===== src/rtl/mire_pkg.sv =====
// Shared types and constants for the mire (grid test pattern) framebuffer writer.
package mire_pkg;

  typedef enum logic [1:0] {
    WRITE_INIT = 2'd0,
    WRITE      = 2'd1,
    PAUSE      = 2'd2
  } state_t;

  localparam logic [31:0] WHITE = 32'h00FF_FFFF;
  localparam logic [31:0] BLACK = 32'h0000_0000;

  localparam logic [3:0] SEL_ALL     = 4'b1111;
  localparam logic [2:0] CTI_CLASSIC = 3'b000;
  localparam logic [1:0] BTE_LINEAR  = 2'b00;

  // Counter width that stays legal (>=1) for degenerate parameter values.
  function automatic int cnt_width(int n);
    return (n > 1) ? $clog2(n) : 1;
  endfunction

endpackage


===== src/rtl/mire_if.sv =====
// Wishbone classic bus bundle between the mire writer (master) and the intercon (slave).
interface mire_if;
  logic [31:0] adr;
  logic [31:0] dat_ms;
  logic [31:0] dat_sm;
  logic        we;
  logic [3:0]  sel;
  logic        stb;
  logic        cyc;
  logic [2:0]  cti;
  logic [1:0]  bte;
  logic        ack;

  modport master (
    output adr, dat_ms, we, sel, stb, cyc, cti, bte,
    input  dat_sm, ack
  );

  modport slave (
    input  adr, dat_ms, we, sel, stb, cyc, cti, bte,
    output dat_sm, ack
  );
endinterface


===== src/rtl/mire_pattern.sv =====
// Combinational grid colour: white on grid lines (shifted by offset) and on the right/bottom border.
module mire_pattern
  import mire_pkg::*;
#(
  parameter  int HDISP = 800,
  parameter  int VDISP = 480,
  parameter  int GRID  = 16,
  localparam int XW    = cnt_width(HDISP),
  localparam int YW    = cnt_width(VDISP),
  localparam int OW    = cnt_width(GRID)
) (
  input  logic [XW-1:0] x,
  input  logic [YW-1:0] y,
  input  logic [OW-1:0] offset,
  output logic [31:0]   pixel
);

  localparam logic [XW-1:0] XMASK = XW'(GRID - 1);
  localparam logic [YW-1:0] YMASK = YW'(GRID - 1);

  logic [XW-1:0] xs;
  logic [YW-1:0] ys;
  logic          on_grid;
  logic          on_border;

  // GRID is a power of two, so the modulo reduces to a mask.
  assign xs        = x + XW'(offset);
  assign ys        = y + YW'(offset);
  assign on_grid   = ((xs & XMASK) == '0) || ((ys & YMASK) == '0);
  assign on_border = (x == XW'(HDISP - 1)) || (y == YW'(VDISP - 1));
  assign pixel     = (on_grid || on_border) ? WHITE : BLACK;

endmodule


===== src/rtl/mire_writer.sv =====
// Wishbone master that continuously fills the framebuffer with a grid test pattern.
// Optional MIRE_SCROLL_EN: grid offset advances by one pixel per frame (diagonal scroll).
//
// state      | meaning
// WRITE_INIT | one idle cycle (cyc=0) after reset release
// WRITE      | cyc=stb=1, one word per ack, up to BURST_LEN acks
// PAUSE      | cyc=0 for PAUSE_LEN cycles so the VGA reader can be granted
module mire_writer
  import mire_pkg::*;
#(
  parameter int HDISP     = 800,
  parameter int VDISP     = 480,
  parameter int BURST_LEN = 64,
  parameter int PAUSE_LEN = 1,
  parameter int GRID      = 16
) (
  input  logic     clk,
  input  logic     rst,
  mire_if.master   bus,
  output logic     frame_done
);

  localparam int XW = cnt_width(HDISP);
  localparam int YW = cnt_width(VDISP);
  localparam int BW = cnt_width(BURST_LEN);
  localparam int PW = cnt_width(PAUSE_LEN);
  localparam int OW = cnt_width(GRID);

  state_t        state;
  state_t        state_nxt;
  logic [XW-1:0] x;
  logic [XW-1:0] x_nxt;
  logic [YW-1:0] y;
  logic [YW-1:0] y_nxt;
  logic [BW-1:0] burst_cnt;
  logic [PW-1:0] pause_cnt;
  logic [OW-1:0] offset_nxt;
  logic          acc;
  logic          line_end;
  logic          frame_end;
  logic          burst_end;
  logic [31:0]   adr_nxt;
  logic [31:0]   pixel_nxt;
  logic          unused_dat_sm;

  assign unused_dat_sm = ^bus.dat_sm;

  assign bus.we  = 1'b1;
  assign bus.sel = SEL_ALL;
  assign bus.cti = CTI_CLASSIC;
  assign bus.bte = BTE_LINEAR;

  // stb is only high in WRITE, so an ack outside WRITE is ignored here.
  assign acc       = (state == WRITE) && bus.ack;
  assign line_end  = (x == XW'(HDISP - 1));
  assign frame_end = line_end && (y == YW'(VDISP - 1));
  assign burst_end = (burst_cnt == BW'(BURST_LEN - 1));

  always_comb begin
    x_nxt = x;
    y_nxt = y;
    if (acc) begin
      if (line_end) begin
        x_nxt = '0;
        y_nxt = frame_end ? '0 : y + 1'b1;
      end else begin
        x_nxt = x + 1'b1;
      end
    end
  end

`ifdef MIRE_SCROLL_EN
  logic [OW-1:0] offset;

  assign offset_nxt = (acc && frame_end) ? offset + 1'b1 : offset;

  always_ff @(posedge clk or posedge rst) begin
    if (rst) offset <= '0;
    else     offset <= offset_nxt;
  end
`else
  assign offset_nxt = '0;
`endif

  // Address and data are registered from the post-ack coordinates.
  assign adr_nxt = (32'(x_nxt) + 32'(y_nxt) * 32'(HDISP)) << 2;

  mire_pattern #(
    .HDISP (HDISP),
    .VDISP (VDISP),
    .GRID  (GRID)
  ) u_pattern (
    .x      (x_nxt),
    .y      (y_nxt),
    .offset (offset_nxt),
    .pixel  (pixel_nxt)
  );

  always_ff @(posedge clk or posedge rst) begin
    if (rst) begin
      x          <= '0;
      y          <= '0;
      burst_cnt  <= '0;
      pause_cnt  <= '0;
      bus.adr    <= '0;
      bus.dat_ms <= WHITE;
      frame_done <= 1'b0;
    end else begin
      x          <= x_nxt;
      y          <= y_nxt;
      bus.adr    <= adr_nxt;
      bus.dat_ms <= pixel_nxt;
      frame_done <= acc && frame_end;
      if (acc) begin
        burst_cnt <= burst_end ? '0 : burst_cnt + 1'b1;
      end
      if (acc && burst_end) begin
        pause_cnt <= PW'(PAUSE_LEN - 1);
      end else if ((state == PAUSE) && (pause_cnt != '0)) begin
        pause_cnt <= pause_cnt - 1'b1;
      end
    end
  end

  always_ff @(posedge clk or posedge rst) begin
    if (rst) state <= WRITE_INIT;
    else     state <= state_nxt;
  end

  always_comb begin
    state_nxt = state;
    case (state)
      WRITE_INIT: state_nxt = WRITE;
      WRITE:      if (acc && burst_end) state_nxt = PAUSE;
      PAUSE:      if (pause_cnt == '0) state_nxt = WRITE;
      default:    state_nxt = WRITE_INIT;
    endcase
  end

  // Decoded from the state register, so an async reset drops cyc/stb at once.
  always_comb begin
    bus.cyc = 1'b0;
    bus.stb = 1'b0;
    if (state == WRITE) begin
      bus.cyc = 1'b1;
      bus.stb = 1'b1;
    end
  end

endmodule

===== src/flat_wrapper.sv =====
// flat-port wrapper written by rule: the top's interface ports become plain ports
module mire_writer_flat import mire_pkg::*;
#(
  parameter int HDISP     = 800,
  parameter int VDISP     = 480,
  parameter int BURST_LEN = 64,
  parameter int PAUSE_LEN = 1,
  parameter int GRID      = 16
)
  (clk, rst, frame_done, bus_adr, bus_dat_ms, bus_we, bus_sel, bus_stb, bus_cyc, bus_cti, bus_bte, bus_dat_sm, bus_ack);
  mire_if bus_i ();
  input  logic clk;
  input  logic rst;
  output logic frame_done;
  output wire logic [$bits(bus_i.adr)-1:0] bus_adr;
  output wire logic [$bits(bus_i.dat_ms)-1:0] bus_dat_ms;
  output wire logic [$bits(bus_i.we)-1:0] bus_we;
  output wire logic [$bits(bus_i.sel)-1:0] bus_sel;
  output wire logic [$bits(bus_i.stb)-1:0] bus_stb;
  output wire logic [$bits(bus_i.cyc)-1:0] bus_cyc;
  output wire logic [$bits(bus_i.cti)-1:0] bus_cti;
  output wire logic [$bits(bus_i.bte)-1:0] bus_bte;
  input wire logic [$bits(bus_i.dat_sm)-1:0] bus_dat_sm;
  input wire logic [$bits(bus_i.ack)-1:0] bus_ack;
  assign bus_adr = bus_i.adr;
  assign bus_dat_ms = bus_i.dat_ms;
  assign bus_we = bus_i.we;
  assign bus_sel = bus_i.sel;
  assign bus_stb = bus_i.stb;
  assign bus_cyc = bus_i.cyc;
  assign bus_cti = bus_i.cti;
  assign bus_bte = bus_i.bte;
  assign bus_i.dat_sm = bus_dat_sm;
  assign bus_i.ack = bus_ack;
  mire_writer #(.HDISP(HDISP), .VDISP(VDISP), .BURST_LEN(BURST_LEN), .PAUSE_LEN(PAUSE_LEN), .GRID(GRID)) u_core (.clk(clk), .rst(rst), .bus(bus_i), .frame_done(frame_done));
endmodule

===== config.mk =====
export PLATFORM = sky130hd
export DESIGN_NAME = mire_writer_flat
export DESIGN_NICKNAME = d
export VERILOG_FILES = /design/src/rtl/mire_pkg.sv /design/src/rtl/mire_if.sv /design/src/rtl/mire_pattern.sv /design/src/rtl/mire_writer.sv /design/src/flat_wrapper.sv
export SDC_FILE = /design/constraint.sdc
export NUM_CORES = 1
export LEC_CHECK = 0
export BUFFER_PORTS_ARGS = -buffer_cell sky130_fd_sc_hd__buf_2
export CAP_MARGIN = 20
export CORE_MARGIN = 2
export CORE_UTILIZATION = 42
export DETAILED_ROUTE_END_ITERATION = 8
export PLACE_DENSITY = 0.76
export SLEW_MARGIN = 0
export SYNTH_ARGS = -nofsm -noshare
export SYNTH_HDL_FRONTEND = slang
export SYNTH_SLANG_ARGS = --single-unit

===== constraint.sdc =====
create_clock -name clk -period 7.4 [get_ports clk]
set_input_delay 0 -clock clk [delete_from_list [all_inputs] [get_ports clk]]
set_output_delay 0 -clock clk [all_outputs]
set_load 0.005 [all_outputs]

# == Word level (Yosys, flattened, before mapping) ==
# Cells that the tools add are included.
# word_totals
out_inout_bits,77
ff_bits,83
inputBits,35
# classes
muxes,13
n_reduce_logical,13
multipliers,1
n_eq_ne,9
n_addsub,5
# ops
op,count
$mux 9,3
$mux 24,1
$add 10x19->20,1
$eq 10x10->1 const B,2
$mux 10,2
$eq 9x9->1 const B,2
$mul 9x5->14 const B,1
$add 10x1->10 const B,1
$logic_not 10->1,1
$add 9x1->9 const B,1
$logic_not 9->1,1
$add 6x1->6 const B,1
$eq 6x6->1 const B,1
$mux 6,1
$pmux 2 s3,1
$logic_and 1x1->1,5
$mux 2,2
$ne 2x2->1 const B,2
$logic_or 1x1->1,3
$mux 1,3
$eq 2x1->1 const B,1
$eq 2x2->1 const B,1
$logic_not 2->1,1
$reduce_and 2->1,1
other kinds (2),2

# == Longest topological paths before layout ==
# Gate-level depths: netlist of run 1.
# logic_depth
ltp_word,9
depth_mapped,20
mapped_depth_nobuf,19

# == Cells and area by module ==
# Synthesis of run 1 repeated with hierarchy kept, for this count alone.
# hier_totals
hier_cells,397
hier_area_um2,4401.7
# modules_own_cells
mod,area_per_inst_um2,cells_per_inst,instances
mire_writer,3872.5,332,1
mire_pattern,529.3,65,1

# == Worst setup path after synthesis of run 1 ==
# No wires, ideal clock.
# synth_path
path_kind,register -> register
start,register u_core.x[6]
end,register u_core.bus.adr[20]
path_buffers,1
setup_time_ns,0.079
setup_slack_ns,2.669
path_stages_with_launch,20
t_arrival_ns,4.652
cell_sequence,dfrtp_1 -> or4b_4 -> nor3_4 -> and2_4 -> buf_6 -> nand4_1 -> xnor2_1 -> ha_1 -> ha_1 -> inv_1 -> fa_1 -> inv_1 -> ha_1 -> a21o_1 -> a21oi_1 -> a21boi_1 -> a311o_1 -> a21oi_1 -> xor2_1 -> xor2_1
# synth_via
elab_chain_cells,7
# synth_rtl
element,line_no,rtl
from (decl),mire_writer.sv:31,logic [XW-1:0] x;
from (signal assigned),mire_writer.sv:109,x <= x_nxt;
$eq 10x10->1 *,mire_writer.sv:55,assign line_end = (x == XW'(HDISP - 1));
$logic_and 1x1->1,mire_writer.sv:56,assign frame_end = line_end && (y == YW'(VDISP - 1));
$mux 9,mire_writer.sv:65,y_nxt = frame_end ? '0 : y + 1'b1;
$mux 9 *,mire_writer.sv:63,if (line_end) begin
$mux 9 *,mire_writer.sv:62,if (acc) begin
via u_core.u_pattern.y[4],mire_pattern.sv:13,"input logic [YW-1:0] y,"
$mul 9x5->14 *,mire_writer.sv:86,assign adr_nxt = (32'(x_nxt) + 32'(y_nxt) * 32'(HDISP)) << 2;
$add 10x19->20 *,mire_writer.sv:86,
via u_core.adr_nxt[20],mire_writer.sv:42,logic [31:0] adr_nxt;
to (signal assigned),mire_writer.sv:111,bus.adr <= adr_nxt;
to (decl),mire_if.sv:15,"output adr, dat_ms, we, sel, stb, cyc, cti, bte,"
# Mark *: on every way through the listed nets, which the timed path passes. The rest lies on a longest branch.
# A chain may end at the register's enable or synchronous reset.

# == Final worst setup path of run 1 ==
# layout_path
start,register u_core.x[0]
end,register u_core.bus.adr[20]
# The elaborated chain is that of the path after synthesis.

==> results of run 1 <==
==> worst max-delay path, stage by stage, from the launching register on <==
cell      delay (ns)
dfrtp_1         0.52
ha_1            0.32
nand2_1         0.12
nor3_4          0.31
nand2_1         0.23
o31ai_1         0.69
ha_1            0.35
ha_1            0.27
inv_1           0.05
fa_1            0.49
inv_1           0.04
ha_1            0.35
o21ai_0         0.18
nor2_1          0.08
nor4_1          0.46
nand4b_1        0.18
nor3b_1         0.36
nand3_1         0.14
xor2_1          0.17
==> where the power goes <==
part	leakage, nW	switching, mW	internal (mW)
combinational	1.31	0.0548	0.0431
clock	0.0585	0.0840	0.110
sequential	0.596	0.0419	0.273
==> layer usage <==
metal  vias to the layer above  track usage [%]  part of all wire, %
met5                         -                0                    0
met3                         5             2.11                  4.8
li1                       1215                -                    -
met4                         0             3.93                 0.90
met2                        73             26.3                   51
met1                      1166             17.5                   44
==> cell families (layout without fill, tap and decap cells) <==
kind of cell    count (synthesis)  in the layout  share of synthesized area (%)
simple gates                  100            100                           15.6
buf+inv                        90             84                           16.2
compound gates                 54             54                           10.6
fa+ha+maj                      47             47                           17.6
flops                          45             45                           31.7
xor+xnor                       31             31                           7.63
other cells                     2             30                          0.211
mux                             1              1                          0.422
==> repair_timing <==
| item | in CTS | in global routing |
|---|---|---|
| setup buffers | 0 | 0 |
| resized for setup | 0 | 0 |
| hold buffers | 1 | 0 |
| endpoints found under the hold margin | 44 | 0 |
==> metrics by stage <==
stage               hold slack [ns]  setup slack [ns]
floorplan                     0.221              2.67
global placement              0.161              2.15
detailed placement            0.169              2.04
CTS                           0.218              2.00
global route                  0.257              1.54
finish                        0.223              1.95
==> sequential cells by signal, summed over array words and instances (netlist names) <==
signal / flops
u_core.y: 9
u_core.state: 2
u_core.bus.dat_ms: 1
u_core.x: 10
u_core.frame_done: 1
u_core.burst_cnt: 6
u_core.pause_cnt: 1
u_core.bus.adr: 15
==> placed cells by master (no fill, tap or decap), types with 3 or more instances in the layout <==
| master | netlist | final |
|---|---|---|
| nor2_1 | 19 | 19 |
| buf_2 | 0 | 49 |
| fa_1 | 5 | 5 |
| a21oi_1 | 15 | 15 |
| nand2_1 | 19 | 19 |
| inv_1 | 23 | 22 |
| clkbuf_8 | 1 | 6 |
| o31ai_1 | 3 | 3 |
| xor2_1 | 14 | 14 |
| nand3_1 | 15 | 15 |
| ha_1 | 42 | 42 |
| dfrtp_1 | 44 | 44 |
| xnor2_1 | 17 | 17 |
| nor3_1 | 6 | 6 |
| o21ai_0 | 9 | 9 |
| conb_1 | 2 | 30 |
| a211oi_1 | 3 | 3 |
| nor2b_1 | 4 | 4 |
| nand4_1 | 8 | 8 |
| a21o_1 | 8 | 8 |
==> worst paths after layout <==
| check | endpoint | slack, ns | cells after the start | start |
|---|---|---|---|---|
| min in group asynchronous | u_core.bus.adr[13] | 0.37 | 4 | rst |
| worst min-delay path | u_core.burst_cnt[1] | 0.22 | 4 | bus_ack |
| worst min register to register | u_core.burst_cnt[4] | 0.47 | 1 | u_core.burst_cnt[4] |
| worst max-delay path | u_core.bus.adr[20] | 1.95 | 18 | u_core.x[0] |
| max in group asynchronous | u_core.y[1] | 6.65 | 4 | rst |
| worst max register to register | u_core.bus.adr[20] | 1.95 | 18 | u_core.x[0] |
==> layout make-up <==
cell class,count,area (um^2)
Clock inverter,1,30.0
Inverter,25,93.8
Timing Repair Buffer,51,263
Sequential cell,45,1130
Clock buffer,7,86.3
Tap cell,105,131
Multi-Input combinational cell,263,1960
Fill cell,780,4530
==> flow_metrics.tcl, run 1 <==
set metrics [dict create \
    dieArea_um2 9220 \
    vias 2459 \
    stdcell_count 497 \
    max_cap_viol_count 0 \
    fin_tns_setup_ns 0 \
    vias_per_cell 4.95 \
    worstPathArrival_ns 5.63 \
    skew_ns 0.00643 \
    synth_top_cell_area_share_pct 30.9 \
    drcViolationCount 0 \
    post-dp-hpwl_mm 4.81 \
    cts.path.max_buffers 2 \
    firstDrtPassIters 4 \
    io_buffer_count 49 \
    numCtsBuffers 5 \
    die_w_um 96.0 \
    synth_top_cell_by_area "dfrtp_1" \
    period_minus_slack_ns 5.45 \
    grt.total_usage_pct 14.4 \
    cts_tree "done" \
    die_y_um 96.0 \
    period_share_pct 73.6 \
    worst_pin_slew_ns 0.734 \
    status "complete, no violations" \
    synth.area.top_cells "dfrtp_1, ha_1, buf_4" \
    globalplace.congestion 0.834 \
    ys_ff_latch 45 \
    synth-edff-count 0 \
    dpl.cell_count 488 \
    finalPower_mw 0.607 \
    seq_area_frac_synth_pct 31.7 \
    p_leak_nw 1.97 \
    core_um2 8220 \
    placementRows 33 \
    start_util_pct 43.3 \
    gr-total-overflow 0 \
    vdd_drop_max_mv 0.0746 \
    rsz0062_at_grt "no" \
    grt_max_degree 46 \
    synthCells 370 \
    powerDensity_nw_per_um2 164 \
    dpl-instance-area_um2 3560 \
    dr.first_iter.drc_count 99 \
    pin_count 112 \
    final_util_pct 44.9 \
    start_kind "flop" \
    drv_slew 0 \
    synth_area_per_cell_um2 9.62 \
    grt_pass1_wl_mm 10.5 \
    critical_path_class "flop to flop" \
    worstSkewPairLatency_ns 0.30 \
    area_growth_pct 3.69 \
    antenna_left 0 \
    setup_viol 0 \
    antenna_found_initial 0 \
    path_max_fanout 9 \
    ys.warnings.count 0 \
    crit_required_ns 7.58 \
    diodes 0 \
    synth_common_cells "buf_4, dfrtp_1, ha_1, inv_1" \
    final_layout_size_suffix_gt1_share_pct 20.2 \
    critPathCaptureType "flop" \
    max_freq_mhz 184 \
    hp-class "input pin to flop" \
    cts_max_level 2 \
    syn-cell-area_um2 3560 \
    cts-root-buf "clkbuf_8" \
    cts.sinks 45 \
    post-synth-top-count-cell "buf_4" \
    clkTransAtPathRegs_ns 0.09 \
    synthFlopType "dfrtp_1" \
    async_reset_ff_share_pct 100 \
    hold_violations 0 \
    final_nets 473 \
    synth_cell_type_count 59 \
    grt_pass1_vias 2329 \
    routed_wl_mm 6.25 \
    design_area_um2 3690 \
    wl_per_cell_um 12.6 \
    relSlewSlack_pct 50.6 \
]
No activity file was read; power rests on OpenSTA's default activity.
==> inputs of run 2 (changes only) <==
--- a/config.mk
+++ b/config.mk
@@ -5,12 +5,13 @@
 export SDC_FILE = /design/constraint.sdc
 export NUM_CORES = 1
 export LEC_CHECK = 0
+export ABC_AREA = 1
 export BUFFER_PORTS_ARGS = -buffer_cell sky130_fd_sc_hd__buf_2
 export CAP_MARGIN = 20
 export CORE_MARGIN = 2
 export CORE_UTILIZATION = 42
 export DETAILED_ROUTE_END_ITERATION = 8
-export PLACE_DENSITY = 0.76
+export PLACE_DENSITY = 0.78
 export SLEW_MARGIN = 0
 export SYNTH_ARGS = -nofsm -noshare
 export SYNTH_HDL_FRONTEND = slang
==> constraint.sdc (replaced) <==
create_clock -name clk -period 5 [get_ports clk]
set_input_delay 0 -clock clk [delete_from_list [all_inputs] [get_ports clk]]
set_output_delay 0 -clock clk [all_outputs]
set_load 0.005 [all_outputs]
==> run 2 against run 1 <==
Die area increased by 7.3%. Synthesized cell count grew 35%. First-iteration DRC count rose by 41%. Total power up 96%. Cell count grew 28%. Clock-buffer cell count decreased by 2. Routed wire length is 14% higher. Sequential cell count is the same. Clock power grew 22%. Global-route usage increased by 0.83 points. Via count rose by 21%.
==> flow_metrics.tcl, run 2 <==
set metrics [dict create \
    cts_max_level 2 \
    p_leak_nw 2.32 \
    die_w_um 99.5 \
    wl_per_cell_um 11.3 \
    timing.hold.ws_ns 0.159 \
    grt_max_degree 46 \
    hold_violations 0 \
    ys.warnings.count 0 \
    area_growth_pct 3.66 \
    vias_per_cell 4.68 \
    dr.first_iter.drc_count 140 \
    synth_top_cell_area_share_pct 28.7 \
    routed_wl_mm 7.15 \
    final_layout_size_suffix_gt1_share_pct 15.4 \
    vias 2970 \
    crit_required_ns 5.20 \
    largest_reg_flops 15 \
    globalplace.congestion 0.839 \
    layout_setup_ws_ns 0.456 \
    hp-class "input pin to flop" \
    critPathSlowestCell "fa_1" \
    post-synth-top-count-cell "nand2_1" \
    powerDensity_nw_per_um2 300 \
    synth-edff-count 0 \
    grt_pass1_wl_mm 12.5 \
    dieArea_um2 9900 \
    cts_setup_buffers 0 \
    seq_area_frac_synth_pct 29.4 \
    setup_viol 0 \
    core_um2 8760 \
    firstDrtPassIters 4 \
    ctsResizeCount 0 \
    vdd_drop_max_mv 0.118 \
    post-dp-hpwl_mm 5.72 \
    critPathCaptureType "flop" \
    fin_tns_setup_ns 0 \
    max_cap_viol_count 0 \
    path_cells "ha_1 > nand4_1 > inv_2 > nand2_2 > nor2_4 > nand2_1 > xor2_1 > ha_1 > ha_1 > inv_1 > fa_1 > inv_1 > ha_1 > nand2_1 > inv_1 > nand2_1 > nand3_1 > nand2_1 > nand2_1 > nor2_1 > nand2_1 > xor2_1 > inv_1" \
    critical_path_class "flop to flop" \
    start_util_pct 43.7 \
    async_reset_ff_share_pct 100 \
    io_buffer_count 49 \
    largest_register "u_core.bus.adr" \
    grt.total_usage_pct 15.2 \
    final_cell_mix "nand2_1, inv_1, buf_2" \
    synth_top_cell_by_area "dfrtp_1" \
    grt_pass1_vias 2904 \
    worst_pin_slew_ns 0.584 \
    cp_slowest_stage_delay_ns 0.50 \
    cts.sinks 45 \
    period_share_pct 90.9 \
    place_ws_ns 0.554 \
    design_area_um2 3970 \
    max_freq_mhz 220 \
    final_nets 607 \
    final_common_cell "nand2_1" \
    synth_common_cells "nand2_1, inv_1, buf_4, dfrtp_1, ha_1" \
    synth_area_per_cell_um2 7.68 \
    cts.path.max_buffers 2 \
    dpl-instance-area_um2 3870 \
    top_regs "u_core.bus.adr (15), u_core.x (10), u_core.y (9)" \
    period_minus_slack_ns 4.54 \
    diodes 0 \
    skew_ns 0.0109 \
    worstPathArrival_ns 4.75 \
    ys_ff_latch 45 \
    ctsHoldBuffers 1 \
    placementRows 34 \
    synth.area.top_cells "dfrtp_1, ha_1, buf_4" \
    cts_tree "done" \
    antenna_found_initial 0 \
    cpMostUsedCell "nand2_1" \
    synth_cell_type_count 35 \
    path_max_fanout 6 \
    die_y_um 99.5 \
    status "complete, no violations" \
    gr-total-overflow 0 \
    clkTransAtPathRegs_ns 0.10 \
    synthFlopType "dfrtp_1" \
    numCtsBuffers 5 \
    pin_count 112 \
    cts-root-buf "clkbuf_8" \
    start_kind "flop" \
    antenna_left 0 \
    relSlewSlack_pct 60.9 \
    drv_slew 0 \
    syn-cell-area_um2 3830 \
    worstSkewPairLatency_ns 0.31 \
    drcViolationCount 0 \
    rsz0062_at_grt "no" \
    synthCells 499 \
]
run 2: cell count changes in the layout (fill, tap and decap cells not counted), moves of 4 or more:
cell and change:
a21o_1 -7, xnor2_1 -12, o21ai_0 -7, nor2b_1 -4
nand2_1 +98, nand4_1 +4, nor2_4 +5, nor2_1 +18
xor2_1 -5, inv_1 +57, nand3_1 +18
run 2: cell type report:
| class | instances | area, um^2 |
|---|---|---|
| Multi-Input combinational cell | 340 | 2040 |
| Timing Repair Buffer | 52 | 270 |
| Inverter | 81 | 304 |
| Clock buffer | 5 | 68.8 |
| Clock inverter | 3 | 22.5 |
| Fill cell | 832 | 4790 |
| Sequential cell | 45 | 1130 |
| Tap cell | 108 | 135 |
run 2: cell families (layout without fill, tap and decap cells):
family	Yosys count	in the layout	synth area share [%]
AO/OA/AOI/OAI	25	25	3.95
other	2	30	0.196
flip-flops	45	45	29.4
buffers and inverters	142	141	20.0
adder cells (fa/ha/maj)	47	47	16.3
XOR/XNOR	15	15	3.63
AND/OR/NAND/NOR	223	223	26.5
run 2: per-stage QoR:
stage / util [%] / std cells / power [mW]
after floorplan: - / 527 / 0.921
after global placement: 44.1 / 625 / 0.941
after detailed placement: 44.1 / 625 / 0.962
after CTS: 45.3 / 634 / 1.20
after global routing: 45.3 / 634 / 1.29
final: 45.3 / 634 / 1.19
run 2: where the power goes:
| part | switching [mW] | internal [mW] | total [mW] |
|---|---|---|---|
| Clock | 0.138 | 0.0983 | 0.236 |
| Combinational | 0.240 | 0.180 | 0.420 |
| Sequential | 0.0839 | 0.452 | 0.536 |
| Total | 0.462 | 0.730 | 1.19 |
run 2: path summary, 6_finish.rpt:
| kind | startpoint | end | slack [ns] | depth (start not counted) |
|---|---|---|---|---|
| max | u_core.x[0] | u_core.bus.adr[18] | 0.46 | 23 |
| min | bus_ack | u_core.burst_cnt[1] | 0.16 | 4 |
| max reg2reg | u_core.x[0] | u_core.bus.adr[18] | 0.46 | 23 |
| min reg2reg | u_core.burst_cnt[0] | u_core.burst_cnt[0] | 0.50 | 1 |
| max in group asynchronous | rst | u_core.burst_cnt[2] | 4.25 | 4 |
| min in group asynchronous | rst | u_core.bus.adr[12] | 0.37 | 4 |
run 2: per-layer routing:
| layer | share of wire (%) | wire, um | GRT usage (%) | up-vias |
|---|---|---|---|---|
| li1 | - | - | - | 1520 |
| met1 | 43 | 3060 | 17.3 | 1343 |
| met2 | 51 | 3680 | 29.0 | 93 |
| met3 | 3.9 | 279 | 1.83 | 14 |
| met4 | 2.0 | 141 | 5.69 | 0 |
| met5 | 0 | 0 | 0 | - |
run 2: critical path, delay by kind of cell (launching register included):
family	cells	cell delay (ns)
xor gates and xnor gates	2	0.62
adders and majority gates	5	1.68
buffers and inverters	5	0.31
and+or+nand+nor	11	1.37
DFF	1	0.45
==> inputs of run 3 (changes only) <==
--- a/config.mk
+++ b/config.mk
@@ -8,10 +8,12 @@
 export ABC_AREA = 1
 export BUFFER_PORTS_ARGS = -buffer_cell sky130_fd_sc_hd__buf_2
 export CAP_MARGIN = 20
+export CELL_PAD_IN_SITES_DETAIL_PLACEMENT = 0
+export CELL_PAD_IN_SITES_GLOBAL_PLACEMENT = 1
 export CORE_MARGIN = 2
-export CORE_UTILIZATION = 42
+export CORE_UTILIZATION = 34
 export DETAILED_ROUTE_END_ITERATION = 8
-export PLACE_DENSITY = 0.78
+export PLACE_DENSITY = 0.85
 export SLEW_MARGIN = 0
 export SYNTH_ARGS = -nofsm -noshare
 export SYNTH_HDL_FRONTEND = slang
==> run 3 against run 2 <==
Total power up 8.9%. Clock skew grew 0.00089 ns. Clock-buffer cell count unchanged. Hold slack improved by 0.0080 ns. Worst setup slack better by 0.22 ns. Combinational power barely moved. First-iteration DRC count decreased by 21%. Non-clock buffer count grew 1. Fmax grew 5.0%. Global-route usage fell by 2.4 points. Critical path type unchanged. Largest cell class unchanged.
==> flow_metrics.tcl, run 3 (same netlist as run 2, synthesis figures left out) <==
set metrics [dict create \
    vias 2936 \
    critPathCaptureType "flop" \
    status "complete, no violations" \
    hold_end "u_core.burst_cnt[1]" \
    r2r_start "u_core.x[0]" \
    io_buffer_count 49 \
    skew_ns 0.0118 \
    finalPower_mw 1.30 \
    reg2reg_slack_ns 0.67 \
    powerDensity_nw_per_um2 317 \
    antenna_left 0 \
    core_um2 10900 \
    antenna_found_initial 0 \
    start_util_pct 35.0 \
    stdcell_count 667 \
    area_growth_pct 6.86 \
    final_util_pct 37.4 \
    path_max_fanout 6 \
    cts.sinks 45 \
    period_minus_slack_ns 4.33 \
    worstReg2RegEnd "u_core.bus.adr[18]" \
    pin_count 112 \
    crit_required_ns 5.19 \
    wl_per_cell_um 10.4 \
    routed_wl_mm 6.91 \
    final_cell_mix "nand2_1, inv_1, buf_2" \
    hold_depth 4 \
    final_common_cell "nand2_1" \
    grt_pass1_vias 2836 \
    final_layout_size_suffix_gt1_share_pct 15.7 \
    cts-root-buf "clkbuf_16" \
    drv_slew 0 \
    design_area_um2 4090 \
    final_nets 608 \
    gr-usage-met1_pct 15.7 \
    dieArea_um2 12100 \
    largest_register "u_core.bus.adr" \
    ff2ff_path_depth 23 \
    worstSkewPairLatency_ns 0.30 \
    dpl.cell_count 657 \
    vias_per_cell 4.40 \
    max_cap_viol_count 0 \
    dr.first_iter.drc_count 110 \
    setup_viol 0 \
    drcViolationCount 0 \
    grt.total_usage_pct 12.8 \
    hold_violations 0 \
    cts_setup_buffers 0 \
    numCtsBuffers 5 \
    top_regs "u_core.bus.adr (15), u_core.x (10), u_core.y (9)" \
    grt_pass1_wl_mm 12.5 \
    hold_path_startpoint "bus_ack" \
    die_y_um 110 \
    crit_start "u_core.x[0]" \
    dpl-instance-area_um2 3910 \
    period_share_pct 86.6 \
    cts.path.max_buffers 2 \
    largest_reg_flops 15 \
    placementRows 38 \
    gr-total-overflow 0 \
    ctsResizeCount 0 \
    grt_max_degree 46 \
    hp-class "input pin to flop" \
    max_freq_mhz 231 \
    firstDrtPassIters 4 \
    vdd_drop_max_mv 0.204 \
    cts_tree "done" \
    met2_usage_pct 22.3 \
    rsz0062_at_grt "no" \
    fin_tns_setup_ns 0 \
    globalplace.congestion 0.842 \
    grtUsageMet3_pct 2.70 \
    start_kind "flop" \
    post-dp-hpwl_mm 5.63 \
    worstPathArrival_ns 4.51 \
    cts_max_level 2 \
    diodes 0 \
    die_w_um 110 \
    critical_path_class "flop to flop" \
    busiest_layer "met2" \
    clkTransAtPathRegs_ns 0.07 \
    p_leak_nw 2.37 \
]
-- run 3: layer usage --
layer	share of wire, %	up-vias
met5	0	-
met4	1.4	0
met3	4.9	8
met2	47	72
met1	46	1332
li1	-	1524
-- run 3: area by class of cell --
class                      count  area (um^2)
clock buffer                   5          125
clock inverter                 3         28.8
fill                        1163         6840
inverter                      81          304
multi-input combinational    340         2040
sequential                    45         1130
tap                          140          175
timing repair buffer          53          290
-- run 3: worst max-delay path by stage --
stage	slack (ns)	end	cells after the start
floorplan	1.16	u_core.bus.adr[19]	22
global placement	0.68	u_core.bus.adr[18]	23
detailed placement	0.65	u_core.bus.adr[18]	23
CTS	0.62	u_core.bus.adr[18]	23
global route	0.23	u_core.bus.adr[19]	23
finish	0.67	u_core.bus.adr[18]	23
-- run 3: metrics by stage --
step	worst slack, ns	hold WS [ns]
detailed placement	0.650	0.300
finish	0.671	0.167
floorplan	1.16	0.281
global route	0.233	0.218
global placement	0.679	0.262
CTS	0.615	0.168
-- run 3: power breakdown --
group | switching [mW] | internal, mW | total [mW]
logic | 0.237 | 0.181 | 0.418
clock network | 0.156 | 0.193 | 0.349
registers | 0.0789 | 0.452 | 0.531
total | 0.472 | 0.825 | 1.30
-- run 3: timing repair --
item                                   CTS  global route
hold buffers                             1             0
setup endpoints to repair                0             0
endpoints found under the hold margin   44             0
-- run 3: critical path: stages (launching register included) --
cell and delay [ns]:
dfrtp_1 0.41, ha_1 0.21, nand4_1 0.16, inv_2 0.09
nand2_2 0.08, nor2_4 0.18, nand2_1 0.09, xor2_1 0.41
ha_1 0.32, ha_1 0.28, inv_1 0.05, fa_1 0.50
inv_1 0.04, ha_1 0.36, nand2_1 0.13, inv_1 0.06
nand2_1 0.06, nand3_1 0.12, nand2_1 0.08, nand2_1 0.06
nor2_1 0.21, nand2_1 0.10, xor2_1 0.15, inv_1 0.05
